[src/rtl/arm_pipelined_execute_cond_stage.sv]
// Decode->execute register fused with the ARM condition unit and NZCV flags.
// Optional build macro ARM_FLAG_WRITE_SPLIT_EN: independent N/Z and C/V flag-write enables.
module arm_pipelined_execute_cond_stage (
  input  logic       i_CLK,
  input  logic       i_RST,
  input  logic       i_Flush_Execute,
  input  logic       i_Reg_Write_Decode,
  input  logic       i_Mem_Write_Decode,
  input  logic       i_Mem_To_Reg_Decode,
  input  logic       i_ALU_Src_Decode,
  input  logic       i_Branch_Decode,
  input  logic       i_PC_Src_Decode,
  input  logic [1:0] i_ALU_Control_Decode,
  input  logic [1:0] i_Flag_Write_Decode,
  input  logic [3:0] i_Cond_Decode,
  input  logic [3:0] i_Write_Reg_Decode,
  input  logic [3:0] i_ALU_Flags,
  output logic       o_Reg_Write_Execute,
  output logic       o_Mem_Write_Execute,
  output logic       o_PC_Src_Execute,
  output logic       o_Mem_To_Reg_Execute,
  output logic       o_ALU_Src_Execute,
  output logic [1:0] o_ALU_Control_Execute,
  output logic [3:0] o_Write_Reg_Execute,
  output logic       o_Branch_Taken_Execute,
  output logic       o_Cond_Ex,
  output logic [3:0] o_Flags
);

  logic       reg_write_e, mem_write_e, mem_to_reg_e, alu_src_e, branch_e, pc_src_e;
  logic [1:0] alu_control_e, flag_write_e;
  logic [3:0] cond_e, write_reg_e, flags;
  logic       cond_ex, upd_nz, upd_cv;
  logic       n, z, c, v;

  // A flush or reset loads a bubble; all-zero Cond is EQ, which fails while Z=0.
  always_ff @(posedge i_CLK) begin
    if (i_RST || i_Flush_Execute) begin
      reg_write_e   <= 1'b0;
      mem_write_e   <= 1'b0;
      mem_to_reg_e  <= 1'b0;
      alu_src_e     <= 1'b0;
      branch_e      <= 1'b0;
      pc_src_e      <= 1'b0;
      alu_control_e <= 2'b00;
      flag_write_e  <= 2'b00;
      cond_e        <= 4'b0000;
      write_reg_e   <= 4'b0000;
    end else begin
      reg_write_e   <= i_Reg_Write_Decode;
      mem_write_e   <= i_Mem_Write_Decode;
      mem_to_reg_e  <= i_Mem_To_Reg_Decode;
      alu_src_e     <= i_ALU_Src_Decode;
      branch_e      <= i_Branch_Decode;
      pc_src_e      <= i_PC_Src_Decode;
      alu_control_e <= i_ALU_Control_Decode;
      flag_write_e  <= i_Flag_Write_Decode;
      cond_e        <= i_Cond_Decode;
      write_reg_e   <= i_Write_Reg_Decode;
    end
  end

  assign {n, z, c, v} = flags;

  always_comb begin
    cond_ex = 1'b0;
    case (cond_e)
      4'b0000: cond_ex = z;
      4'b0001: cond_ex = ~z;
      4'b0010: cond_ex = c;
      4'b0011: cond_ex = ~c;
      4'b0100: cond_ex = n;
      4'b0101: cond_ex = ~n;
      4'b0110: cond_ex = v;
      4'b0111: cond_ex = ~v;
      4'b1000: cond_ex = c & ~z;
      4'b1001: cond_ex = ~c | z;
      4'b1010: cond_ex = ~(n ^ v);
      4'b1011: cond_ex = n ^ v;
      4'b1100: cond_ex = ~z & ~(n ^ v);
      4'b1101: cond_ex = z | (n ^ v);
      4'b1110: cond_ex = 1'b1;
      default: cond_ex = 1'b0;
    endcase
  end

`ifdef ARM_FLAG_WRITE_SPLIT_EN
  assign upd_nz = flag_write_e[1] & cond_ex;
  assign upd_cv = flag_write_e[0] & cond_ex;
`else
  // Single enable: bit 1 writes all four flags, bit 0 is carried but ignored.
  logic unused_flag_write0;
  assign unused_flag_write0 = flag_write_e[0];
  assign upd_nz = flag_write_e[1] & cond_ex;
  assign upd_cv = upd_nz;
`endif

  // The executing instruction updates flags even when the incoming one is flushed.
  always_ff @(posedge i_CLK) begin
    if (i_RST) begin
      flags <= 4'b0000;
    end else begin
      if (upd_nz) flags[3:2] <= i_ALU_Flags[3:2];
      if (upd_cv) flags[1:0] <= i_ALU_Flags[1:0];
    end
  end

  assign o_Reg_Write_Execute    = reg_write_e & cond_ex;
  assign o_Mem_Write_Execute    = mem_write_e & cond_ex;
  assign o_PC_Src_Execute       = (pc_src_e | branch_e) & cond_ex;
  assign o_Branch_Taken_Execute = branch_e & cond_ex;
  assign o_Mem_To_Reg_Execute   = mem_to_reg_e;
  assign o_ALU_Src_Execute      = alu_src_e;
  assign o_ALU_Control_Execute  = alu_control_e;
  assign o_Write_Reg_Execute    = write_reg_e;
  assign o_Cond_Ex              = cond_ex;
  assign o_Flags                = flags;

endmodule

[config.mk]
export PLATFORM = sky130hd
export DESIGN_NAME = arm_pipelined_execute_cond_stage
export DESIGN_NICKNAME = d
export VERILOG_FILES = /design/src/rtl/arm_pipelined_execute_cond_stage.sv
export SDC_FILE = /design/constraint.sdc
export NUM_CORES = 1
export LEC_CHECK = 0
export ABC_AREA = 1
export CAP_MARGIN = 20
export CORE_MARGIN = 1
export CORE_UTILIZATION = 40
export DETAILED_ROUTE_END_ITERATION = 6
export PLACE_DENSITY = 0.78
export SLEW_MARGIN = 20
export SYNTH_ARGS = -nofsm -noshare
export SYNTH_HDL_FRONTEND = slang
export SYNTH_SLANG_ARGS = --single-unit
[constraint.sdc]
create_clock -name i_CLK -period 3.9 [get_ports i_CLK]
set_input_delay 0.78 -clock i_CLK [delete_from_list [all_inputs] [get_ports i_CLK]]
set_output_delay 0.78 -clock i_CLK [all_outputs]
set_load 0.05 [all_outputs]
==> Yosys cells after proc, flatten, opt, wreduce, memory -nomap -nowiden <==
Index checks and enable logic that the tools add are counted.
{ "totals": {"register_bits": 22, "output_inout_bits": 17, "elab_cells": 44} }
{ "classes": {"eq_ne": 14, "n_mux": 1, "bitwise": 16, "n_reduce_logical": 2} }
{ "op_table": {"columns": ["cell", "count"], "rows": [
  ["4-bit == test, second input constant", 7],
  ["4-bit by 3-bit == test with 1-bit output, second input constant", 4],
  ["1-bit one-hot mux with 15 select lines", 1],
  ["4-bit by 2-bit == test with 1-bit output, second input constant", 2],
  ["1-bit AND", 7],
  ["1-bit NOT", 5],
  ["4-bit by 1-bit == test with 1-bit output, second input constant", 1],
  ["4-bit logical NOT", 1],
  ["1-bit OR", 3],
  ["1-bit logical OR", 1],
  ["1-bit bitwise XOR", 1]
]} }

==> Depth between registers and ports, before layout <==
{ "depth": {"word_depth": 5, "depth_mapped": 12, "ltp_nobuf": 12} }

==> Worst setup path after synthesis <==
No wires, ideal clock.
{ "synth_timing": {"path_kind": "reg2out", "from": "register flags[3], in the netlist o_Flags[3]", "to": "output port o_Branch_Taken_Execute", "arrival_ps": 2335, "required_ps": 3120, "slack_ps": 785, "stages_incl_launch_ff": 9, "n_path_buf": 0, "cell_sequence": "dfxtp_1 > inv_1 > nand2_1 > nand3_1 > nand2_1 > nand2_1 > nand2_2 > nor2_4 > a21boi_0"} }
{ "synth_between": {"elab_chain_len": 5, "elab_cells_between_ends": 7, "classes_between": "mux: 1; bitwise: 6"} }
{ "synth_rtl": {"columns": ["element", "line_no", "source"], "rows": [
  ["start, declared", "32", "logic [3:0] cond_e, write_reg_e, flags;"],
  ["start signal, assigned", "103", "if (upd_nz) flags[3:2] <= i_ALU_Flags[3:2];"],
  ["1-bit bitwise XOR", null, null],
  ["1-bit NOT", "78, 80", null],
  ["1-bit AND", "80", "4'b1100: cond_ex = ~z & ~(n ^ v);"],
  ["1-bit one-hot mux with 15 select lines (*)", "67", "case (cond_e)"],
  ["1-bit AND (*)", "111", "assign o_Branch_Taken_Execute = branch_e & cond_ex;"],
  ["end, declared", "25", "output logic o_Branch_Taken_Execute,"]
]} }
Mark *: on every way between the ends. The rest lies on a longest branch, timed or not.

==> Final worst setup path <==
{ "layout_timing": {"from": "register cond_e[1]", "to": "output port o_PC_Src_Execute"} }
{ "layout_between": {"elab_chain_len": 3, "elab_cells_between_ends": 17, "classes_between": "eq/ne: 14; mux: 1; bitwise: 1; reduce/logical: 1"} }
{ "layout_rtl": {"columns": ["element", "line_no", "source"], "rows": [
  ["start, declared", "32", null],
  ["start signal, assigned", "58", "cond_e <= i_Cond_Decode;"],
  ["4-bit == test, or another cell as far along", "67", null],
  ["1-bit one-hot mux with 15 select lines (*)", "67", null],
  ["1-bit AND (*)", "110", "assign o_PC_Src_Execute = (pc_src_e | branch_e) & cond_ex;"],
  ["end, declared", "20", "output logic o_PC_Src_Execute,"]
]} }
Marked as above.

==> key figures <==
Synth
  – Distinct cells, synth: 18
  – Sequential area share after synthesis: 45.7%
  – Net count after synthesis: 160
  – Cells after synthesis: 135
  – Count of yosys warnings during synthesis: 0
  – Avg Cell Area, Syn: 6.81 sq um
  – Total of flip-flops plus latches after synthesis: 21
  – Syn Std Cell Area: 920 sq um

Routing
  – Vias per cell: approximately 4.7
  – Routed wire length per instance: 9.67 um
  – Drt first pass iters: 4
  – Sum of routed wire length over all layers: ~2 mm
  – Drt drc: 0
  – Initial DRC count: 20
  – Via count: 945
  – Antenna Nets Post-Route: 0

Clock network
  – Post-cts sizing count: 0
  – Buffer cell driving the clock tree root: clkbuf_4
  – Clock latency on the worst-skew pair: around 300 ps
  – Clock-pin slew on the worst setup and hold paths: ~120 ps
  – Num CTS Buffers: 3
  – H-Tree Depth: 1
  – CTS Sinks: 21
  – Hold buffers post-CTS: 0
  – Post-CTS Setup Inserts: 0
  – Buffer levels on the longest clock path: 2
  – TritonCTS clock tree: done

Global route
  – GR Layer Usage met2: 33.3%
  – Wire length of the first global-routing pass: approximately 3.4 mm
  – Residual overflow from global routing: 0
  – Number of antenna violations at the first check in global routing: 0
  – Pin count of the biggest net entering global routing: 18
  – Most heavily used metal layer in global routing: met2
  – Routing usage on met3: 2.78%
  – Vias in the first global route: 916
  – Global router's overall resource usage: 17.6%
  – Met1 track demand over resource in global routing: 18.4%

Placement
  – IO Port Bufs: 40
  – Placer congestion estimate: slightly above 0.8
  – Detailed placement HPWL: between 1.5 and 2 mm
  – Standard cell area after detailed placement: between 0.001 and 0.0015 sq mm

Layout
  – Layout overhead on the synthesized area: 48.6%
  – Number of fill cells: 196
  – Fraction of layout cells with a size suffix above 1: 6.25%
  – Post-layout util: 66.3%
  – Final antenna diode count: 0
  – Net count, final: 202
  – Final std cell area, no fill: 0.00137 sq mm

Timing
  – Count of final setup violators: 0
  – Worst relative slew slack: 65.2%
  – Unrepaired setup endpoints after global routing: false
  – Endpoints failing hold: 0
  – Final worst clock skew: about 8.9 ps
  – Time the worst path needs with I/O delays and setup: 3100 ps
  – Final setup TNS: 0 ps
  – Fmax: around 320 MHz
  – Max-slew violations: 0
  – Share of the cycle needed by the critical path after routing: 79.6%
  – Slew @ Worst Pin: about 520 ps

Setup path
  – Worst-path fanout max: 10
  – Kind of launch point of the worst setup path: flop
  – Worst Path Arrival: 2320 ps
  – R2r startpoint: o_Flags[3]
  – Required time worst endpoint: ~3100 ps
  – Crit path launch: cond_e[1]
  – Type of the worst setup path: flop to primary output
  – Endpoint class of the critical path: primary output
  – Internal reg-to-reg setup slack: ~2400 ps

Floorplan
  – Placeable Area: just over 0.002 sq mm
  – DIE HEIGHT: 50.0 um
  – Effective utilization at floorplan: 44.6%
  – Width of the die: between 40 and 50 um
  – Ports placed on the boundary: 42
  – Row cnt: 16
  – Total die area: 0.00250 sq mm

Worst hold path
  – HP Class: flop to flop
  – Start point of the worst min-delay path: o_Flags[1]

Power and ir drop
  – Worst-case vdd ir drop: 0.000266 V
  – Lkg Pwr: 0.653 nW
  – Pwr Density: 302 mW/mm^2

Run
  – Max-cap viol count: 0

Outcome
  – Status: finished, final reports clean
registers in the layout (all words and copies together) (netlist names), 2 cells and up:
signal / cells
o_ALU_Control_Execute: 2
cond_e: 4
o_Flags: 4
o_Write_Reg_Execute: 4
final cells by class:
class / count / area [sq um] / area share (%)
Timing Repair Buffer: 40 / 400 / 29.3
Multi-Input combinational cell: 79 / 364 / 26.6
Tap cell: 27 / 33.8 / 2.47
Clock buffer: 3 / 22.5 / 1.65
Clock inverter: 1 / 5.00 / 0.366
Sequential cell: 21 / 420 / 30.8
Inverter: 32 / 120 / 8.79
power by group:
| group | internal (W) | switching, W |
|---|---|---|
| logic | 0.0000383 | 0.0000444 |
| registers | 0.000222 | 0.00000525 |
| clock network | 0.0000382 | 0.0000644 |
| total | 0.000299 | 0.000114 |
layer usage:
metal,routed length (um),vias up
li1,-,479
met4,42,0
met1,787,418
met3,131,6
met5,0,-
met2,1000,42
path summary, 6_finish.rpt:
check                                   endpoint  cells past startpoint
worst max-delay path            o_PC_Src_Execute                     10
worst min-delay path                  o_Flags[1]                      2
worst max register to register        o_Flags[2]                     10
worst min register to register        o_Flags[1]                      2
synthesized netlist by cell type:
master | number | area [sq um]
nor3_1 | 1 | 5.00
o21a_1 | 1 | 7.51
nand2_2 | 2 | 12.5
a21oi_2 | 1 | 8.76
buf_4 | 1 | 7.51
o21ai_0 | 1 | 5.00
a21oi_1 | 5 | 25.0
nor2_4 | 1 | 11.3
nand2_1 | 23 | 86.3
inv_1 | 32 | 120
nor2_1 | 27 | 101
a21boi_0 | 3 | 22.5
nor2_2 | 1 | 6.26
clkbuf_1 | 2 | 7.51
nand2_4 | 1 | 11.3
or2_2 | 1 | 6.26
nand3_1 | 11 | 55.1
dfxtp_1 | 21 | 420
kinds of logic after synthesis:
| group | after synthesis | synth area share (%) |
|---|---|---|
| compound gates | 11 | 7.48 |
| flops | 21 | 45.7 |
| simple gates | 68 | 32.1 |
| buf+inv | 35 | 14.7 |
cells in the final DEF (no fill, tap or decap), drive strengths merged:
master	count
clkdlybuf4s50	40
inv	32
nor2	29
nand2	26
dfxtp	21
nand3	11
a21oi	6
a21boi	3
clkbuf	3
nor3	1
o21ai	1
o21a	1
or2	1
clkinv	1
metrics by stage:
stage	hold WS, ps	worst slack (ps)	power (W)	instances
finish	550	796	0.000413	203
global route	583	602	0.000430	203
CTS	550	797	0.000415	203
detailed placement	536	1160	0.000315	199
global placement	531	1180	0.000313	199
floorplan	589	785	0.000276	135
critical path: stages (launching register included):
cell and delay [ps]:
dfxtp_1 420, inv_1 80, nor2_1 120, o21ai_0 100
nand2_1 60, nand2_1 50, nand2_1 70, nor2_2 60
nand2_4 120, o21a_1 140, clkdlybuf4s50_1 790
Power figures use the tool's default switching activity.
